[src/rtl/seq_divider.sv]
// Sequential restoring divider: one quotient bit per clock, start/busy/done handshake.
// Results and div_zero hold until the next accepted start.
module seq_divider #(
  parameter int unsigned WIDTH_N = 16,
  parameter int unsigned WIDTH_D = 8
) (
  input  logic               clk,
  input  logic               rst,
  input  logic               start,
  input  logic [WIDTH_N-1:0] dividend,
  input  logic [WIDTH_D-1:0] divisor,
  output logic               busy,
  output logic               done,
  output logic [WIDTH_N-1:0] quotient,
  output logic [WIDTH_D-1:0] remainder,
  output logic               div_zero
);

  localparam int unsigned CW = $clog2(WIDTH_N) + 1;

  typedef enum logic [1:0] {IDLE, CALC, DONE} state_t;

  state_t             state, state_n;
  logic [CW-1:0]      count, count_n;
  logic [WIDTH_D:0]   p, p_n;
  logic [WIDTH_N-1:0] q, q_n;
  logic [WIDTH_D-1:0] dvsr, dvsr_n;
  logic               busy_n, done_n, div_zero_n;
  logic [WIDTH_N-1:0] quotient_n;
  logic [WIDTH_D-1:0] remainder_n;

  logic [WIDTH_D:0]   p_shift, p_step;
  logic [WIDTH_N-1:0] q_step;
  logic               ge;

  // One restoring step on the current partial remainder and shift register
  always_comb begin
    p_shift = {p[WIDTH_D-1:0], q[WIDTH_N-1]};
    ge      = (p_shift >= {1'b0, dvsr});
    p_step  = ge ? (p_shift - {1'b0, dvsr}) : p_shift;
    q_step  = (q << 1) | WIDTH_N'(ge);
  end

  always_comb begin
    state_n     = state;
    count_n     = count;
    p_n         = p;
    q_n         = q;
    dvsr_n      = dvsr;
    quotient_n  = quotient;
    remainder_n = remainder;
    div_zero_n  = div_zero;
    case (state)
      IDLE: begin
        if (start) begin
          dvsr_n     = divisor;
          q_n        = dividend;
          p_n        = '0;
          count_n    = '0;
          div_zero_n = 1'b0;
          if (divisor == '0) begin
            state_n     = DONE;
            quotient_n  = '1;
            remainder_n = '0;
            div_zero_n  = 1'b1;
          end else begin
            state_n = CALC;
          end
        end
      end
      CALC: begin
        p_n     = p_step;
        q_n     = q_step;
        count_n = count + CW'(1);
        if (count == CW'(WIDTH_N - 1)) begin
          state_n     = DONE;
          quotient_n  = q_step;
          remainder_n = p_step[WIDTH_D-1:0];
        end
      end
      DONE:    state_n = IDLE;
      default: state_n = IDLE;
    endcase
    busy_n = (state_n != IDLE);
    done_n = (state_n == DONE);
  end

  always_ff @(posedge clk or posedge rst) begin
    if (rst) begin
      state     <= IDLE;
      count     <= '0;
      p         <= '0;
      q         <= '0;
      dvsr      <= '0;
      busy      <= 1'b0;
      done      <= 1'b0;
      quotient  <= '0;
      remainder <= '0;
      div_zero  <= 1'b0;
    end else begin
      state     <= state_n;
      count     <= count_n;
      p         <= p_n;
      q         <= q_n;
      dvsr      <= dvsr_n;
      busy      <= busy_n;
      done      <= done_n;
      quotient  <= quotient_n;
      remainder <= remainder_n;
      div_zero  <= div_zero_n;
    end
  end

endmodule

[config.mk]
export PLATFORM = sky130hd
export DESIGN_NAME = seq_divider
export DESIGN_NICKNAME = d
export VERILOG_FILES = /design/src/rtl/seq_divider.sv
export SDC_FILE = /design/constraint.sdc
export NUM_CORES = 1
export LEC_CHECK = 0
export CORE_ASPECT_RATIO = 0.8
export CORE_UTILIZATION = 50
export CTS_BUF_LIST = sky130_fd_sc_hd__clkbuf_4
export DETAILED_ROUTE_END_ITERATION = 12
export PLACE_DENSITY = 0.83
export SLEW_MARGIN = 20
export SYNTH_ARGS = -nofsm -noshare
export SYNTH_HDL_FRONTEND = slang
export SYNTH_SLANG_ARGS = --single-unit
[constraint.sdc]
create_clock -name clk -period 3.75 [get_ports clk]
set_clock_uncertainty 0.05 [all_clocks]
set_input_delay 0.9375 -clock clk [delete_from_list [all_inputs] [get_ports clk]]
set_output_delay 0.9375 -clock clk [all_outputs]
set_load 0.02 [all_outputs]
== After elaboration in Yosys (flattened, before gate mapping) ==
Index checks and enable logic that the tools add are counted.

* Bits in registers: 66
* Bits in latches: 0
* RAM bits: 0
* Bits in read-only memories: 0
* Input port bits: 27
* Output and inout bits: 27
* Logic and storage cells: 47
* Memories: 0

* Add/sub/neg operators: 2
* Multiply operators: 0
* Divide/modulo/power cells: 0
* $lt $le $gt $ge: 1
* Equal/unequal tests: 6
* Shifts and indexed selects: 0
* Multiplexer cells: 20
* Bitwise logic cells: 1
* Reduce and logical (&&, ||, !) cells: 7

{| class="wikitable"
|+ Operators by type and width
! cell !! count
|-
| $mux W16 || 4
|-
| $pmux W16 S2 || 2
|-
| $mux W8 || 5
|-
| $pmux W8 S2 || 2
|-
| $or A16 B1 Y16 || 1
|-
| $pmux W5 S2 || 1
|-
| $ge A9 B8 Y1 || 1
|-
| $logic_not A8 Y1 || 1
|-
| $sub A8 B8 Y8 || 1
|-
| $mux W2 || 3
|-
| $ne A2 B2 Y1 const B || 3
|-
| $add A5 B1 Y5 const B || 1
|-
| $eq A5 B4 Y1 const B || 1
|-
| $mux W5 || 1
|-
| $pmux W2 S2 || 1
|-
| $reduce_and A2 Y1 || 2
|-
| $reduce_and A4 Y1 || 1
|-
| $reduce_bool A2 Y1 || 2
|-
| $eq A2 B1 Y1 const B || 1
|-
| $eq A2 B2 Y1 const B || 1
|-
| $logic_not A2 Y1 || 1
|-
| $mux W1 || 1
|}

== Longest topological paths before layout ==
* Word-level depth: 5
* Mapped depth: 9
* Depth with buffers taken out: 8

== Worst setup path before layout ==
Ideal clock, no wire load.

* Path kind: input -> register
* Start point: in divisor[1]
* End point: reg remainder[3]
* Setup time: 0.129 ns
* Data arrival time: 2.042 ns
* Data required time: 3.571 ns
* Slack: 1.529 ns
* Stages: 7
* Path buffers: 2
* Path through: nor4_1 nand3_2 and2_4 buf_6 buf_6 a32oi_1 o31ai_1

* Longest elaborated chain between the ends: 3

{| class="wikitable"
|+ Ends and longest elaborated chain
! what !! RTL line !! source
|-
| start: declaration || 11 || <nowiki>input logic [WIDTH_D-1:0] divisor,</nowiki>
|-
| $logic_not A8 Y1 || 61 || <nowiki>if (divisor == '0) begin</nowiki>
|-
| $ne A2 B2 Y1 (no source line) || - ||
|-
| $reduce_and A4 Y1 (no source line) || - ||
|-
| end signal: assignment || 109 || <nowiki>remainder <= remainder_n;</nowiki>
|-
| end: declaration || 15 || <nowiki>output logic [WIDTH_D-1:0] remainder,</nowiki>
|}

Every way passes these cells.
A chain may end at the register's enable or synchronous reset.

== Final worst setup path ==
* Start point: in divisor[5]
* End point: reg quotient[9]

* Longest elaborated chain between the ends: 3

{| class="wikitable"
|+ Ends and longest elaborated chain
! what !! RTL line !! source
|-
| $logic_not A8 Y1 || 61 ||
|-
| $ne A2 B2 Y1 (no source line) || - ||
|-
| $reduce_and A4 Y1 (no source line) || - ||
|-
| end signal: assignment || 108 || <nowiki>quotient <= quotient_n;</nowiki>
|-
| end: declaration || 14 || <nowiki>output logic [WIDTH_N-1:0] quotient,</nowiki>
|}

Every way passes these cells.

==> qor.yml <==
status:
  outcome: "completed"
sta:
  slew_headroom: 0.433
  hold_slack_ns: 0.443
  finalCritPeriodShare: 0.755
  rsz0062_at_grt: "false"
  timing.fmax_mhz: 353
  finalHoldViolations: 0
  worst-slew-pin-transition_ns: 0.842
  finalSetupViolCount: 0
  drv_slew: 0
  setup_tns_ns: 0
  fin_crit_ns: 2.83
routing:
  drt_first_pass_iters: 5
  avgViaCountPerCell: 5.65
  wl_um: 7350
  wl_per_cell_um: 15.8
  vias: 2631
  drtAntennaViolNets: 0
  drtIter0Drc: 197
  drc: 0
power:
  p_per_area_nw_per_um2: 953
  fin_total_pwr_mw: 3.82
  ir_worst_vdd_uv: 434
  p_leak_nw: 1.76
place:
  globalplace.congestion: 0.848
  io_buffers: 53
  hpwl_um: 5120
synthesis:
  avgSynthCellArea_um2: 9.92
  synthTopCellsByArea: "dfrtp_1, o21ai_0, mux2i_1, nor2_1, ha_1"
  synth_top_family_by_area: "simple AND/OR/NAND/NOR gates"
  synth_area_leader_cell: "dfrtp_1"
  yosysUniqueCellTypes: 47
  synth_cells: 326
  netlist_area_um2: 3230
  netlist.area_leader.share: 0.511
  synth_compound_area_frac: 0.142
  synth.mux.area_fraction: 0.0658
  synth_fp_nets: 364
  synth-edff-count: 0
  synthArstFlopShare: 1.00
  yosysWarnings: 0
  synth_xor_area_frac: 0.00813
  synthAdderAreaFrac: 0.0449
  synth_seq_cells: 66
  ys.flop_type: "dfrtp_1"
  yosysSeqAreaShare: 0.511
  synthSimpleGateAreaFrac: 0.178
global_routing:
  grt-ovfl-total: 0
  grt_pass1_vias: 2365
  antenna_found_initial: 0
  grt_max_degree: 36
  track_usage: 0.233
  grt_pass1_wl_um: 11900
clock_tree:
  numCtsBuffers: 9
  ctsHtreeMaxLevel: 3
  clk_latency_ns: 0.41
  ctsHoldBuffers: 0
  clockRootBuffer: "clkbuf_4"
  post_cts_resized: 0
  clock_sink_count: 66
  clk_path_buf_depth: 2
  cts_setup_buffers: 0
  cts.clk_slew.worst_paths_ns: 0.11
  cts_tree: "done"
finish:
  antenna_cells: 0
  final_nets: 418
  drive_gt1_frac: 0.0909
  area_growth_pct: 24.0
min_path:
  hold_start: "count[3]"
  hold_end: "count[3]"
  holdCritPathClass: "reg -> reg"
  min_path_cells: 1
setup_path:
  reg2reg_to: "quotient[9]"
  rrSetupSlack_ns: 1.15
  cp_max_fo: 30
  reg2regPathDepth: 8
  end_kind: "register"
  worstSetupStartpointType: "input port"
  path_class: "in -> reg"
  worstPathRequired_ns: 4.05
  cp_data_arrival_time_ns: 3.13
  r2r-start: "count[0]"
floorplan:
  die_x_um: 91.9
  start_util: 0.533
  die_y_um: 73.9
  row_count: 25
  io_pins: 54
  die_area_um2: 6790
  core_area_um2: 6070
job:
  maxCapViolCount: 0
[worst max-delay path: stages]
cell,delay [ns]
clkdlybuf4s50_1,0.43
nor4_1,0.75
nand3_2,0.16
and2_4,0.29
clkinv_1,0.34
nor2_1,0.10
nor2_1,0.11
[metrics by stage]
stage | cell area (um^2) | instances | utilization | setup slack (ns)
detailed placement | 3840 | 450 | 0.633 | 0.615
floorplan | 3230 | 326 | - | 1.11
finish | 4010 | 466 | 0.661 | 0.917
global placement | 3840 | 450 | 0.633 | 0.701
global route | 4010 | 466 | 0.661 | 0.861
CTS | 4010 | 466 | 0.660 | 1.02
[cell usage in the layout, fill, tap and decap left out, types with 2 or more instances in the layout]
master,instances
dfrtp_1,66
a22o_1,3
nand2b_1,5
nor3_1,15
nand2_1,30
mux2_2,2
a211oi_1,3
nand3_1,4
inv_1,16
o31ai_1,3
nor4_1,5
and3_1,2
and2_1,2
clkdlybuf4s50_1,53
nor2b_1,3
a21o_1,2
a32oi_1,7
nand3b_1,2
a21oi_1,4
xnor2_1,2
ha_1,10
clkbuf_4,12
nor2_1,39
buf_4,6
a221o_1,4
mux2i_1,19
o21ai_0,39
bufinv_16,2
[area by class of cell]
class	instances	area, um^2
sequential	66	1650
inverter	18	67.6
tap	81	101
fill	480	2060
clock inverter	4	76.3
multi-input combinational	225	1430
timing repair buffer	60	596
clock buffer	12	90.1
[kinds of logic (layout without fill, tap and decap cells)]
| kind of cell | after synthesis | in the layout |
|---|---|---|
| xor gates and xnor gates | 3 | 3 |
| buffers and inverters | 35 | 94 |
| adders and majority gates | 11 | 11 |
| muxes | 21 | 21 |
| and+or+nand+nor | 118 | 118 |
| DFF | 66 | 66 |
| AOI/OAI and AO/OA | 72 | 72 |
[metal layers]
layer,part of all wire,wire length [um],track usage
met2,0.45,3280,0.333
met5,0,0,0
met3,0.082,599,0.0807
met1,0.46,3370,0.338
met4,0.013,99,0.0712
[Yosys cell counts, types with 2 or more instances]
| library cell | count |
|---|---|
| nor2b_1 | 4 |
| a211oi_1 | 3 |
| nand2_1 | 30 |
| a221o_1 | 4 |
| ha_1 | 10 |
| a21o_1 | 2 |
| nand3b_1 | 2 |
| buf_6 | 2 |
| mux2_2 | 2 |
| a22o_1 | 3 |
| nand2b_1 | 6 |
| o31ai_1 | 3 |
| a21oi_1 | 4 |
| a32oi_1 | 7 |
| buf_4 | 3 |
| o21ai_0 | 39 |
| dfrtp_1 | 66 |
| nor4_1 | 5 |
| nor3_1 | 15 |
| xnor2_1 | 2 |
| and2_1 | 2 |
| clkbuf_1 | 8 |
| mux2i_1 | 19 |
| nor2_1 | 39 |
| and3_1 | 2 |
| inv_1 | 17 |
| buf_2 | 4 |
| nand3_1 | 4 |
[how the worst max path moves through the flow]
| stage | end | start | cells after the start |
|---|---|---|---|
| floorplan | busy | rst | 1 |
| global placement | quotient[7] | divisor[5] | 7 |
| detailed placement | quotient[9] | divisor[5] | 7 |
| CTS | quotient[9] | divisor[5] | 7 |
| global route | quotient[4] | divisor[5] | 7 |
| finish | quotient[9] | divisor[5] | 7 |
[flip-flops by register name, summed over array words and instances (netlist names)]
register,count
div_zero,1
dvsr,8
done,1
busy,1
p,8
count,5
state,2
remainder,8
q,16
quotient,16
[report_power, final]
group          internal, mW  leakage, nW  total, mW  switching, mW
logic                 0.885        0.879       1.97           1.09
clock network         0.295       0.0877      0.549          0.255
registers              1.05        0.794       1.30          0.250
total                  2.23         1.76       3.82           1.59
Note: power is estimated with default switching activity, not from simulation.
